### config.mk
export PLATFORM = sky130hd
export DESIGN_NAME = traffic_phase_ctrl
export DESIGN_NICKNAME = d
export VERILOG_FILES = /design/src/rtl/traffic_pkg.sv /design/src/rtl/tick_prescaler.sv /design/src/rtl/traffic_phase_ctrl.sv
export SDC_FILE = /design/constraint.sdc
export NUM_CORES = 1
export LEC_CHECK = 0
export BUFFER_PORTS_ARGS = -buffer_cell sky130_fd_sc_hd__buf_2
export CORE_UTILIZATION = 40
export DETAILED_ROUTE_END_ITERATION = 10
export PLACE_DENSITY = 0.68
export SLEW_MARGIN = 20
export SYNTH_ARGS = -nofsm -noshare
export SYNTH_HDL_FRONTEND = slang
export SYNTH_SLANG_ARGS = --single-unit
### constraint.sdc
create_clock -name clk -period 2.9 [get_ports clk]
set_input_delay 0.29 -clock clk [delete_from_list [all_inputs] [get_ports clk]]
set_output_delay 0.29 -clock clk [all_outputs]
set_load 0.1 [all_outputs]
### src/rtl/traffic_pkg.sv
// -----------------------------------------------------------------------------
// traffic_pkg
// Shared definitions for the two-road intersection phase sequencer:
//   - phase codes (3-bit) as reported on the phase output
//   - {R,Y,G} light codes
//   - phase-to-light decode and the normal phase succession
// -----------------------------------------------------------------------------
package traffic_pkg;

    typedef enum logic [2:0] {
        PH_NS_G    = 3'd0,
        PH_NS_Y    = 3'd1,
        PH_EW_G    = 3'd2,
        PH_EW_Y    = 3'd3,
        PH_ALL_RED = 3'd4,
        PH_FLASH   = 3'd5
    } phase_t;

    localparam logic [2:0] LT_RED = 3'b100;
    localparam logic [2:0] LT_YEL = 3'b010;
    localparam logic [2:0] LT_GRN = 3'b001;
    localparam logic [2:0] LT_OFF = 3'b000;

    typedef struct packed {
        logic [2:0] ns;
        logic [2:0] ew;
    } lights_t;

    // Light pattern shown for a phase. In FLASH both roads blink yellow.
    function automatic lights_t phase_lights(input phase_t ph, input logic blink);
        lights_t l;
        l.ns = LT_RED;
        l.ew = LT_RED;
        case (ph)
            PH_NS_G:    l.ns = LT_GRN;
            PH_NS_Y:    l.ns = LT_YEL;
            PH_EW_G:    l.ew = LT_GRN;
            PH_EW_Y:    l.ew = LT_YEL;
            PH_FLASH: begin
                l.ns = blink ? LT_YEL : LT_OFF;
                l.ew = blink ? LT_YEL : LT_OFF;
            end
            default: ;
        endcase
        return l;
    endfunction

    // Successor on a normal countdown expiry. FLASH never expires by
    // countdown; it is left only through the flash input.
    function automatic phase_t next_phase(input phase_t ph);
        phase_t n;
        n = PH_NS_G;
        case (ph)
            PH_NS_G: n = PH_NS_Y;
            PH_NS_Y: n = PH_EW_G;
            PH_EW_G: n = PH_EW_Y;
            PH_EW_Y: n = PH_NS_G;
            default: n = PH_NS_G;
        endcase
        return n;
    endfunction

    function automatic logic is_green(input phase_t ph);
        return (ph == PH_NS_G) || (ph == PH_EW_G);
    endfunction

endpackage

### src/rtl/tick_prescaler.sv
// -----------------------------------------------------------------------------
// tick_prescaler
// Divides clk down to the countdown tick. Counts 0..TICK_DIV-1 and pulses
// tick for one cycle while the count sits at TICK_DIV-1, then wraps.
//   clk   in  system clock
//   rst   in  synchronous reset, active-high
//   clr   in  synchronous clear (flash entry/exit realigns the tick)
//   tick  out one-cycle pulse every TICK_DIV cycles
// -----------------------------------------------------------------------------
module tick_prescaler #(
    parameter int TICK_DIV = 10
) (
    input  logic clk,
    input  logic rst,
    input  logic clr,
    output logic tick
);

    localparam int            CW   = (TICK_DIV > 1) ? $clog2(TICK_DIV) : 1;
    localparam logic [CW-1:0] LAST = CW'(TICK_DIV - 1);

    logic [CW-1:0] r_count;

    assign tick = (r_count == LAST);

    // NOTE: sequential state uses non-blocking assignments so every register
    // samples the pre-edge value of every other register.
    always_ff @(posedge clk) begin
        if (rst || clr) begin
            r_count <= '0;
        end else if (tick) begin
            r_count <= '0;
        end else begin
            r_count <= r_count + CW'(1);
        end
    end

endmodule

### src/rtl/traffic_phase_ctrl.sv
// -----------------------------------------------------------------------------
// traffic_phase_ctrl
// Phase sequencer for the two-road intersection. Steps NS/EW lights through
// green, yellow and all-red, shortens green on a pedestrian request and
// handles the flash (fault/night) override.
//   clk       in   system clock
//   rst       in   synchronous reset, active-high
//   ped_req   in   pedestrian button level
//   flash     in   flash override level
//   ns_light  out  NS {R,Y,G}
//   ew_light  out  EW {R,Y,G}
//   numout    out  ticks remaining in phase minus 1
//   phase     out  current phase code
//   ped_pend  out  pedestrian request latched, not yet served
// -----------------------------------------------------------------------------
module traffic_phase_ctrl
    import traffic_pkg::*;
#(
    parameter int TICK_DIV   = 10,
    parameter int T_GREEN_NS = 30,
    parameter int T_GREEN_EW = 15,
    parameter int T_YELLOW   = 3,
    parameter int T_ALLRED   = 2,
    parameter int T_PED_MIN  = 5
) (
    input  logic       clk,
    input  logic       rst,
    input  logic       ped_req,
    input  logic       flash,
    output logic [2:0] ns_light,
    output logic [2:0] ew_light,
    output logic [7:0] numout,
    output logic [2:0] phase,
    output logic       ped_pend
);

    localparam logic [7:0] PED_M1 = 8'(T_PED_MIN - 1);

    // Countdown load value on entry to a phase.
    function automatic logic [7:0] phase_len_m1(input phase_t ph);
        logic [7:0] v;
        v = 8'd0;
        case (ph)
            PH_NS_G:    v = 8'(T_GREEN_NS - 1);
            PH_NS_Y:    v = 8'(T_YELLOW - 1);
            PH_EW_G:    v = 8'(T_GREEN_EW - 1);
            PH_EW_Y:    v = 8'(T_YELLOW - 1);
            PH_ALL_RED: v = 8'(T_ALLRED - 1);
            default:    v = 8'd0;
        endcase
        return v;
    endfunction

    phase_t     r_phase;
    logic [7:0] r_numout;
    logic       r_ped_pend;
    logic       r_blink;
    lights_t    r_lights;

    phase_t     w_phase_nxt;
    logic [7:0] w_numout_nxt;
    logic [7:0] w_numout_dec;
    logic       w_ped_nxt;
    logic       w_blink_nxt;
    lights_t    w_lights_nxt;
    logic       w_tick;
    logic       w_clr;
    logic       w_enter_yel;

    tick_prescaler #(
        .TICK_DIV (TICK_DIV)
    ) u_prescaler (
        .clk  (clk),
        .rst  (rst),
        .clr  (w_clr),
        .tick (w_tick)
    );

    assign w_numout_dec = r_numout - 8'd1;

    // NOTE: every signal written here gets a default first, so no path
    // leaves one unassigned and no latch is inferred.
    always_comb begin
        w_phase_nxt  = r_phase;
        w_numout_nxt = r_numout;
        w_blink_nxt  = r_blink;
        w_clr        = 1'b0;
        w_enter_yel  = 1'b0;

        if (flash && (r_phase != PH_FLASH)) begin
            // Flash entry restarts the prescaler so the first blink lasts a
            // full tick period.
            w_phase_nxt  = PH_FLASH;
            w_numout_nxt = 8'd0;
            w_blink_nxt  = 1'b1;
            w_clr        = 1'b1;
        end else if (!flash && (r_phase == PH_FLASH)) begin
            w_phase_nxt  = PH_ALL_RED;
            w_numout_nxt = phase_len_m1(PH_ALL_RED);
            w_clr        = 1'b1;
        end else if (w_tick) begin
            if (r_phase == PH_FLASH) begin
                w_blink_nxt = ~r_blink;
            end else if (r_numout == 8'd0) begin
                w_phase_nxt  = next_phase(r_phase);
                w_numout_nxt = phase_len_m1(w_phase_nxt);
                w_enter_yel  = (w_phase_nxt == PH_NS_Y) || (w_phase_nxt == PH_EW_Y);
            end else if (r_ped_pend && is_green(r_phase)) begin
                // Cut to the pedestrian minimum, but never lengthen.
                w_numout_nxt = (w_numout_dec < PED_M1) ? w_numout_dec : PED_M1;
            end else begin
                w_numout_nxt = w_numout_dec;
            end
        end

        // A new press in the same cycle as the yellow entry survives it.
        w_ped_nxt    = ped_req | (r_ped_pend & ~w_enter_yel);
        w_lights_nxt = phase_lights(w_phase_nxt, w_blink_nxt);
    end

    always_ff @(posedge clk) begin
        if (rst) begin
            r_phase    <= PH_NS_G;
            r_numout   <= phase_len_m1(PH_NS_G);
            r_ped_pend <= 1'b0;
            r_blink    <= 1'b0;
            r_lights   <= phase_lights(PH_NS_G, 1'b0);
        end else begin
            r_phase    <= w_phase_nxt;
            r_numout   <= w_numout_nxt;
            r_ped_pend <= w_ped_nxt;
            r_blink    <= w_blink_nxt;
            r_lights   <= w_lights_nxt;
        end
    end

    assign ns_light = r_lights.ns;
    assign ew_light = r_lights.ew;
    assign numout   = r_numout;
    assign phase    = r_phase;
    assign ped_pend = r_ped_pend;

endmodule
# ---- Word level (Yosys, flattened, before mapping)
# Index checks and enable logic that the tools add are counted.
dict set report totals {
  regBits 23
  latch_bits 0
  ram_bits 0
  mem_bits_ro 0
  input_bits 4
  out_inout_bits 18
  n_memories 0
}
dict set report classes {
  add_sub_neg 2
  multipliers 0
  div 0
  n_lt_le_gt_ge 1
  n_eq_ne 14
  shift 0
  mux 33
  n_bitwise 5
  n_reduce_logical 17
}
# operator n
set ops {}
lappend ops {{two-way mux 3 bit} 10}
lappend ops {{two-way mux 8 bit} 3}
lappend ops {{two-way mux 5 bit} 4}
lappend ops {{one-hot mux 5 bit (4 select lines)} 1}
lappend ops {{one-hot mux 3 bit (3 select lines)} 2}
lappend ops {{== test 3 x 2 -> 1 bit, second input constant} 5}
lappend ops {{two-way mux 1 bit} 11}
lappend ops {{== test 3 x 1 -> 1 bit, second input constant} 3}
lappend ops {{== test 3 bit, second input constant} 3}
lappend ops {{zero test 3 bit} 3}
lappend ops {{zero test 8 bit} 1}
lappend ops {{< comparator 8 x 3 -> 1 bit, second input constant} 1}
lappend ops {{subtractor 8 x 1 -> 8 bit, second input constant} 1}
lappend ops {{one-hot mux 2 bit (3 select lines)} 1}
lappend ops {{adder 4 x 1 -> 4 bit, second input constant} 1}
lappend ops {{== test 4 bit, second input constant} 1}
lappend ops {{AND reduction 2 bit} 2}
lappend ops {{OR reduction 2 bit} 2}
lappend ops {{logical AND 1 bit} 3}
lappend ops {{logical OR 1 bit} 3}
lappend ops {{inequality test 3 x 2 -> 1 bit, second input constant} 1}
lappend ops {{inequality test 3 bit, second input constant} 1}
lappend ops {{NOT 1 bit} 3}
lappend ops {{nonzero test 3 bit} 1}
lappend ops {{other kinds (5)} 5}

# ---- Depth between registers and ports, before layout
# Gate-level depths: netlist of the first run.
dict set report depth {
  word_depth 17
  ltp_mapped 9
  depth_no_buf 8
}

# ---- By module
# A second synthesis of the first run with hierarchy kept.
dict set report hier_totals {
  hier_cells 168
  hier_area_um2 1397.6
}
# mod n_inst cells_each area_per_inst_um2 seq_area_each_um2
set modules_own_cells {}
lappend modules_own_cells {traffic_phase_ctrl 1 152 1231.2 380.4}
lappend modules_own_cells {tick_prescaler 1 16 166.4 80.1}

# ---- Worst setup path after synthesis of the first run
# OpenSTA, ideal clock, no wires.
dict set report synth_timing {
  path_kind {reg-to-reg}
  from {register r_phase[1] (netlist: phase[1])}
  to {register r_numout[2] (netlist: numout[2])}
  setup_time_ps 60
  arrival_ps 2956
  t_required_ps 2840
  setup_slack_ps -116
  path_stages_with_launch 10
  period_less_slack_ps 3016
  cell_sequence {dfxtp_1 buf_2 nand3b_1 inv_1 ha_1 or2_2 clkbuf_1 a2111oi_2 a21o_1 a221o_1}
}
dict set report synth_via {
  elab_chain_len 15
}
# item line
set synth_rtl {}
lappend synth_rtl {{start: declaration} traffic_phase_ctrl.sv:54} ;# phase_t r_phase;
lappend synth_rtl {{start signal: assignment} traffic_phase_ctrl.sv:129} ;# r_phase <= w_phase_nxt;
lappend synth_rtl {{== test 3 x 2 -> 1 bit (tied with other cells)} {traffic_pkg.sv:53, traffic_pkg.sv:64}}
lappend synth_rtl {{one-hot mux 2 bit (3 select lines)} traffic_pkg.sv:53} ;# case (ph)
lappend synth_rtl {{two-way mux 3 bit} traffic_phase_ctrl.sv:104} ;# end else if (r_numout == 8'd0) begin
lappend synth_rtl {{two-way mux 3 bit} traffic_phase_ctrl.sv:102} ;# if (r_phase == PH_FLASH) begin
lappend synth_rtl {{two-way mux 3 bit} traffic_phase_ctrl.sv:101} ;# end else if (w_tick) begin
lappend synth_rtl {{two-way mux 3 bit} traffic_phase_ctrl.sv:97} ;# end else if (!flash && (r_phase == PH_FLASH)) begin
lappend synth_rtl {{two-way mux 3 bit} traffic_phase_ctrl.sv:90} ;# if (flash && (r_phase != PH_FLASH)) begin
lappend synth_rtl {{== test 3 x 1 -> 1 bit / == test 3 x 2 -> 1 bit (equally long branches)} traffic_phase_ctrl.sv:43} ;# case (ph)
lappend synth_rtl {{OR reduction 2 bit (no line)} --}
lappend synth_rtl {{one-hot mux 5 bit (4 select lines)} traffic_phase_ctrl.sv:43}
lappend synth_rtl {{two-way mux 8 bit} traffic_phase_ctrl.sv:104}
lappend synth_rtl {{two-way mux 5 bit} traffic_phase_ctrl.sv:102}
lappend synth_rtl {{two-way mux 5 bit} traffic_phase_ctrl.sv:101}
lappend synth_rtl {{two-way mux 5 bit} traffic_phase_ctrl.sv:97}
lappend synth_rtl {{two-way mux 5 bit} traffic_phase_ctrl.sv:90}
lappend synth_rtl {{end signal: assignment} traffic_phase_ctrl.sv:124} ;# r_numout <= phase_len_m1(PH_NS_G);
lappend synth_rtl {{end signal: assignment} traffic_phase_ctrl.sv:130} ;# r_numout <= w_numout_nxt;
lappend synth_rtl {{end: declaration} traffic_phase_ctrl.sv:55} ;# logic [7:0] r_numout;
# Parallel ways exist; a longest one is shown, timed or not. The select of a mux whose other input is x is not followed.
# A chain may end at the register's enable or synchronous reset.

# ---- Worst setup path in the final report of the first run
dict set report layout_timing {
  from {register r_phase[2] (netlist: phase[2])}
  to {register r_numout[2] (netlist: numout[2])}
}
# The elaborated chain is that of the path after synthesis.

==> results of run 1 <==
-- cell families (layout without fill, tap and decap cells) --
family | Yosys count | after routing | synth area share, %
and+or+nand+nor | 69 | 69 | 27.6
AOI/OAI and AO/OA | 43 | 43 | 24.0
DFF | 23 | 23 | 33.7
buffers and inverters | 18 | 35 | 5.03
adders and majority gates | 7 | 7 | 6.40
xor gates and xnor gates | 4 | 4 | 2.56
muxes | 1 | 1 | 0.732
-- report_power, final --
| part | total (mW) | switching, mW | internal [mW] |
|---|---|---|---|
| logic | 0.249 | 0.188 | 0.0603 |
| registers | 0.362 | 0.0267 | 0.335 |
| clock network | 0.160 | 0.107 | 0.0529 |
| total | 0.771 | 0.322 | 0.448 |
-- worst max-delay path: cells and delay by family, from the launching register on --
family / cells / cell delay (ns)
AOI/OAI and AO/OA: 3 / 0.83
DFF: 1 / 0.58
and+or+nand+nor: 2 / 0.60
adders and majority gates: 1 / 0.33
-- final timing paths --
kind / cells past startpoint / slack [ns] / to
setup / recovery: 6 / 0.51 / numout[2]$_SDFFE_PP1P_
hold / removal: 3 / 0.20 / ped_pend$_SDFF_PP0_
setup reg to reg: 6 / 0.51 / numout[2]$_SDFFE_PP1P_
hold reg to reg: 1 / 0.49 / u_prescaler.r_count[0]$_SDFF_PP0_
-- metal layers --
layer  wire [um]  global-route usage (%)  vias to the layer above
met5           0                       0                        -
met4         118                    8.77                        0
met3         142                    4.05                       12
met2        1510                    30.1                       36
met1        1470                    25.1                      613
li1            -                       -                      648
-- flip-flops by register name, indices dropped and copies added, names as in the netlist --
register and cells:
phase 3, numout 8, ped_pend 1, u_prescaler.r_count 4
r_blink 1, ns_light 3, ew_light 3
-- cells in the mapped netlist (3+ instances only) --
cell / n / area [um^2]
nor3_1: 9 / 45.0
clkbuf_1: 7 / 26.3
inv_1: 10 / 37.5
a21oi_1: 8 / 40.0
a31oi_1: 4 / 25.0
a221o_1: 3 / 30.0
nand2_1: 11 / 41.3
ha_1: 7 / 87.6
nor2_1: 17 / 63.8
nand3_1: 7 / 35.0
nand3b_1: 3 / 22.5
nand2b_1: 3 / 18.8
dfxtp_1: 23 / 460
o21ai_0: 8 / 40.0
-- layout make-up --
cell class | instances | area (um^2)
multi-input cells | 124 | 838
well taps | 44 | 55.1
flip-flops and latches | 23 | 463
clock inverters | 1 | 7.51
repair buffers | 21 | 105
inverters | 10 | 37.5
fillers | 323 | 1620
clock buffers | 3 | 22.5
-- per-stage QoR --
stage	instances	hold slack [ns]
after floorplan	165	0.362
after global placement	222	0.446
after detailed placement	222	0.471
after CTS	226	0.188
after global routing	226	0.206
final	226	0.198
==> impl_metrics.toml, run 1 <==
[floorplan]
die_w_um = 60.5
coreArea_mm2 = 0.00315
io_pins = 22
rows = 20
die_h_um = 60.5
start_util_pct = 43.4
dieArea_mm2 = 0.00366

[sta]
slew_headroom_pct = 56.9
final-hold-violation-count = 0
timing.final.crit_period_ns = 2.39
fin_skew_ns = 0.00566
fmax_mhz = 419
fin_tns_setup_ns = 0
final-setup-viol-count = 0
layout_setup_ws_ns = 0.512
worst_pin_slew_ns = 0.641
rsz0062_at_grt = "no"
report.final.slew_viol_count = 0
finalCritPeriodShare_pct = 82.4

[cts]
cts_hold_buf = 0
cts_sinks = 23
clk_pin_slew_ns = 0.14
cts_resized = 0
htree_num_levels = 1
clk_latency_ns = 0.33
cts_tree = "yes"
root_buffer = "clkbuf_4"
clk_path_buf_depth = 2
cts-buffers-inserted = 3
postCtsSetupBuffers = 0

[detailed_routing]
drc_errors = 0
vias_per_cell = 5.79
post_drt_wl_per_cell_um = 14.3
firstDrtPassIters = 4
ant_nets = 0
routed-via-count = 1309
wl_mm = 3.24
drt-initial-drc-count = 50

[yosys]
yosys_warnings = 0
ys_types = 49
async_flop_share_pct = 0
synthFlopType = "dfxtp_1"
syn_nets = 176
synth.avg_cell_area_um2 = 8.29
synthesis.instances = 165
synth_edf_count = 0
yosysSeqAreaShare_pct = 33.7
netlist_area_mm2 = 0.00137
ys_seq_elements = 23

[worst_setup_path]
crit_path_top_delay_cell = "dfxtp_1"
cp_cell_sequence = "nand3b_1 -> ha_1 -> or2_2 -> a2111oi_2 -> a21o_1 -> a221o_1"
worst_ep_arrival_time_ns = 2.67
critPathLaunch = "phase[2]$_SDFF_PP0_"
critical_path.max_stage_delay_ns = 0.58
endpoint_kind = "register"
path_class = "register to register"
r2r_start = "phase[2]$_SDFF_PP0_"
worstPathRequired_ns = 3.18
critPathMaxFanout = 13
cp-start-kind = "register"

[layout]
area_growth_pct = 11.8
drive_above_1_share_pct = 19.8
mostFrequentLayoutCells = "21 x dfxtp_1, 21 x buf_2, 17 x nor2_1, 11 x nand2_1, 10 x inv_1"
finalNetCount = 194
final_util_pct = 48.5
diodes = 0
fin_area_mm2 = 0.00153

[pwr]
power_density_mw_per_mm2 = 504
total_leakage_power_nw = 0.616
p_total_mw = 0.771
peakVddDrop_uv = 247

[placed_design]
place_area_mm2 = 0.00150
dp_slack_ns = 0.565
place_congestion = 0.892
dpl.hpwl_mm = 2.48
portBuffers = 21

[global_routing]
grt_max_degree = 18
grt_usage_pct = 19.1
antenna_found_initial = 0
grt_pass1_vias = 1159
grt_pass1_wl_mm = 5.20
grt_overflow = 0

[run_status]
outcome = "finished clean"

[worst_hold_path]
hp-class = "input pin to register"
hold_path_startpoint = "ped_req"

[run]
drv_cap = 0
(Power assumes the default switching activity.)
==> run 2: changes to the inputs <==
clock period = 2.3 ns   (was 2.9 ns; I/O delays follow)
==> impl_metrics.toml, run 2 (same netlist as run 1, synthesis figures left out) <==
[run_status]
outcome = "finished clean"

[cts]
clk_pin_slew_ns = 0.13
cts_hold_buf = 0
root_buffer = "clkbuf_4"
htree_num_levels = 1
cts_tree = "yes"
clk_path_buf_depth = 2
cts_sinks = 23
clk_latency_ns = 0.32
cts-buffers-inserted = 3

[global_routing]
grt_pass1_vias = 1169
grt_pass1_wl_mm = 5.45
grt_max_degree = 18
grt_overflow = 0
grt_usage_pct = 19.6
antenna_found_initial = 0

[worst_hold_path]
hp-class = "input pin to register"

[sta]
timing.final.crit_period_ns = 2.12
final-hold-violation-count = 0
finalCritPeriodShare_pct = 92.2
worst_pin_slew_ns = 0.563
fmax_mhz = 472
final-setup-viol-count = 0
fin_skew_ns = 0.0145
layout_setup_ws_ns = 0.179
slew_headroom_pct = 62.2
report.final.slew_viol_count = 0

[floorplan]
start_util_pct = 43.4
dieArea_mm2 = 0.00366
io_pins = 22
die_h_um = 60.5
die_w_um = 60.5
rows = 20
coreArea_mm2 = 0.00315

[placed_design]
dpl.hpwl_mm = 2.35
place_congestion = 0.878
place_area_mm2 = 0.00154
portBuffers = 21
dp_slack_ns = 0.200

[layout]
finalNetCount = 197
largest_reg_flops = 8
diodes = 0
mostFrequentLayoutCells = "21 x buf_2, 17 x nor2_1, 17 x dfxtp_1, 11 x nand2_1, 10 x inv_1"
area_growth_pct = 15.1
fin_area_mm2 = 0.00157
drive_above_1_share_pct = 23.8
layout_commonest_cell = "buf_2"

[detailed_routing]
ant_nets = 0
drt-initial-drc-count = 72
firstDrtPassIters = 4
drc_errors = 0
vias_per_cell = 5.72
wl_mm = 3.20
routed-via-count = 1311
post_drt_wl_per_cell_um = 14.0

[pwr]
total_leakage_power_nw = 0.635
power_density_mw_per_mm2 = 617
peakVddDrop_uv = 274

[worst_setup_path]
worst_ep_arrival_time_ns = 2.35
path_class = "register to register"
endpoint_kind = "register"
cp-start-kind = "register"
worstPathRequired_ns = 2.53
critPathMaxFanout = 11

[run]
drv_cap = 0
run 2: changes by cell type in the layout (fill, tap and decap cells not counted):
cell,delta
a2111oi_2,-1
ha_1,-1
clkinv_2,+1
dfxtp_2,+2
a2111oi_4,+1
dfxtp_4,+2
clkinvlp_4,-1
dfxtp_1,-4
ha_2,+1
buf_4,+3
run 2: final cells by class:
| type | count | area (um^2) |
|---|---|---|
| Clock buffer | 3 | 22.5 |
| Tap cell | 44 | 55.1 |
| Inverter | 10 | 37.5 |
| Sequential cell | 23 | 473 |
| Clock inverter | 1 | 5.00 |
| Multi-Input combinational cell | 124 | 853 |
| Fill cell | 321 | 1580 |
| Timing Repair Buffer | 24 | 128 |
run 2: path summary, 6_finish.rpt:
check / start / endpoint / slack (ns) / depth (start not counted)
max: phase[1]$_SDFF_PP0_ / ew_light[1]$_SDFF_PP0_ / 0.18 / 7
min: ped_req / ped_pend$_SDFF_PP0_ / 0.14 / 3
max reg2reg: phase[1]$_SDFF_PP0_ / ew_light[1]$_SDFF_PP0_ / 0.18 / 7
min reg2reg: u_prescaler.r_count[0]$_SDFF_PP0_ / u_prescaler.r_count[0]$_SDFF_PP0_ / 0.49 / 1
run 2: power breakdown:
part,internal [mW],switching [mW]
clock network,0.0649,0.129
registers,0.422,0.0273
logic,0.0813,0.246
run 2: routing by layer:
metal / part of all wire, % / track usage [%] / routed length [um] / up-vias
met3: 5.3 / 4.26 / 169 / 2
met2: 46 / 29.2 / 1480 / 35
met1: 48 / 28.9 / 1530 / 630
met4: 0.66 / 4.55 / 21 / 0
met5: 0 / 0 / 0 / -
li1: - / - / - / 644
run 2: what timing repair did:
item | in CTS | in global routing
buffers inserted | 0 | 1
setup endpoints to repair | 0 | 1
resized for setup | 0 | 0
run 2: critical path: stages (launching register included):
cell and delay, ns:
dfxtp_4 0.42, nand3b_1 0.20, inv_1 0.11, ha_1 0.25
nor3_1 0.35, mux2i_1 0.33, nand4_1 0.13, a311oi_1 0.25
run 2: stage by stage:
step           hold WS [ns]  utilization (%)  cells  setup TNS (ns)  power [mW]
2_1_floorplan         0.302                -    165               0       0.727
3_3_place_gp          0.447             48.8    224               0       0.779
3_5_place_dp          0.458             48.8    224               0       0.781
4_1_cts               0.130             49.7    228               0       0.971
5_1_grt               0.152             49.9    229         -0.0113        1.02
6_report              0.140             49.9    229               0       0.970
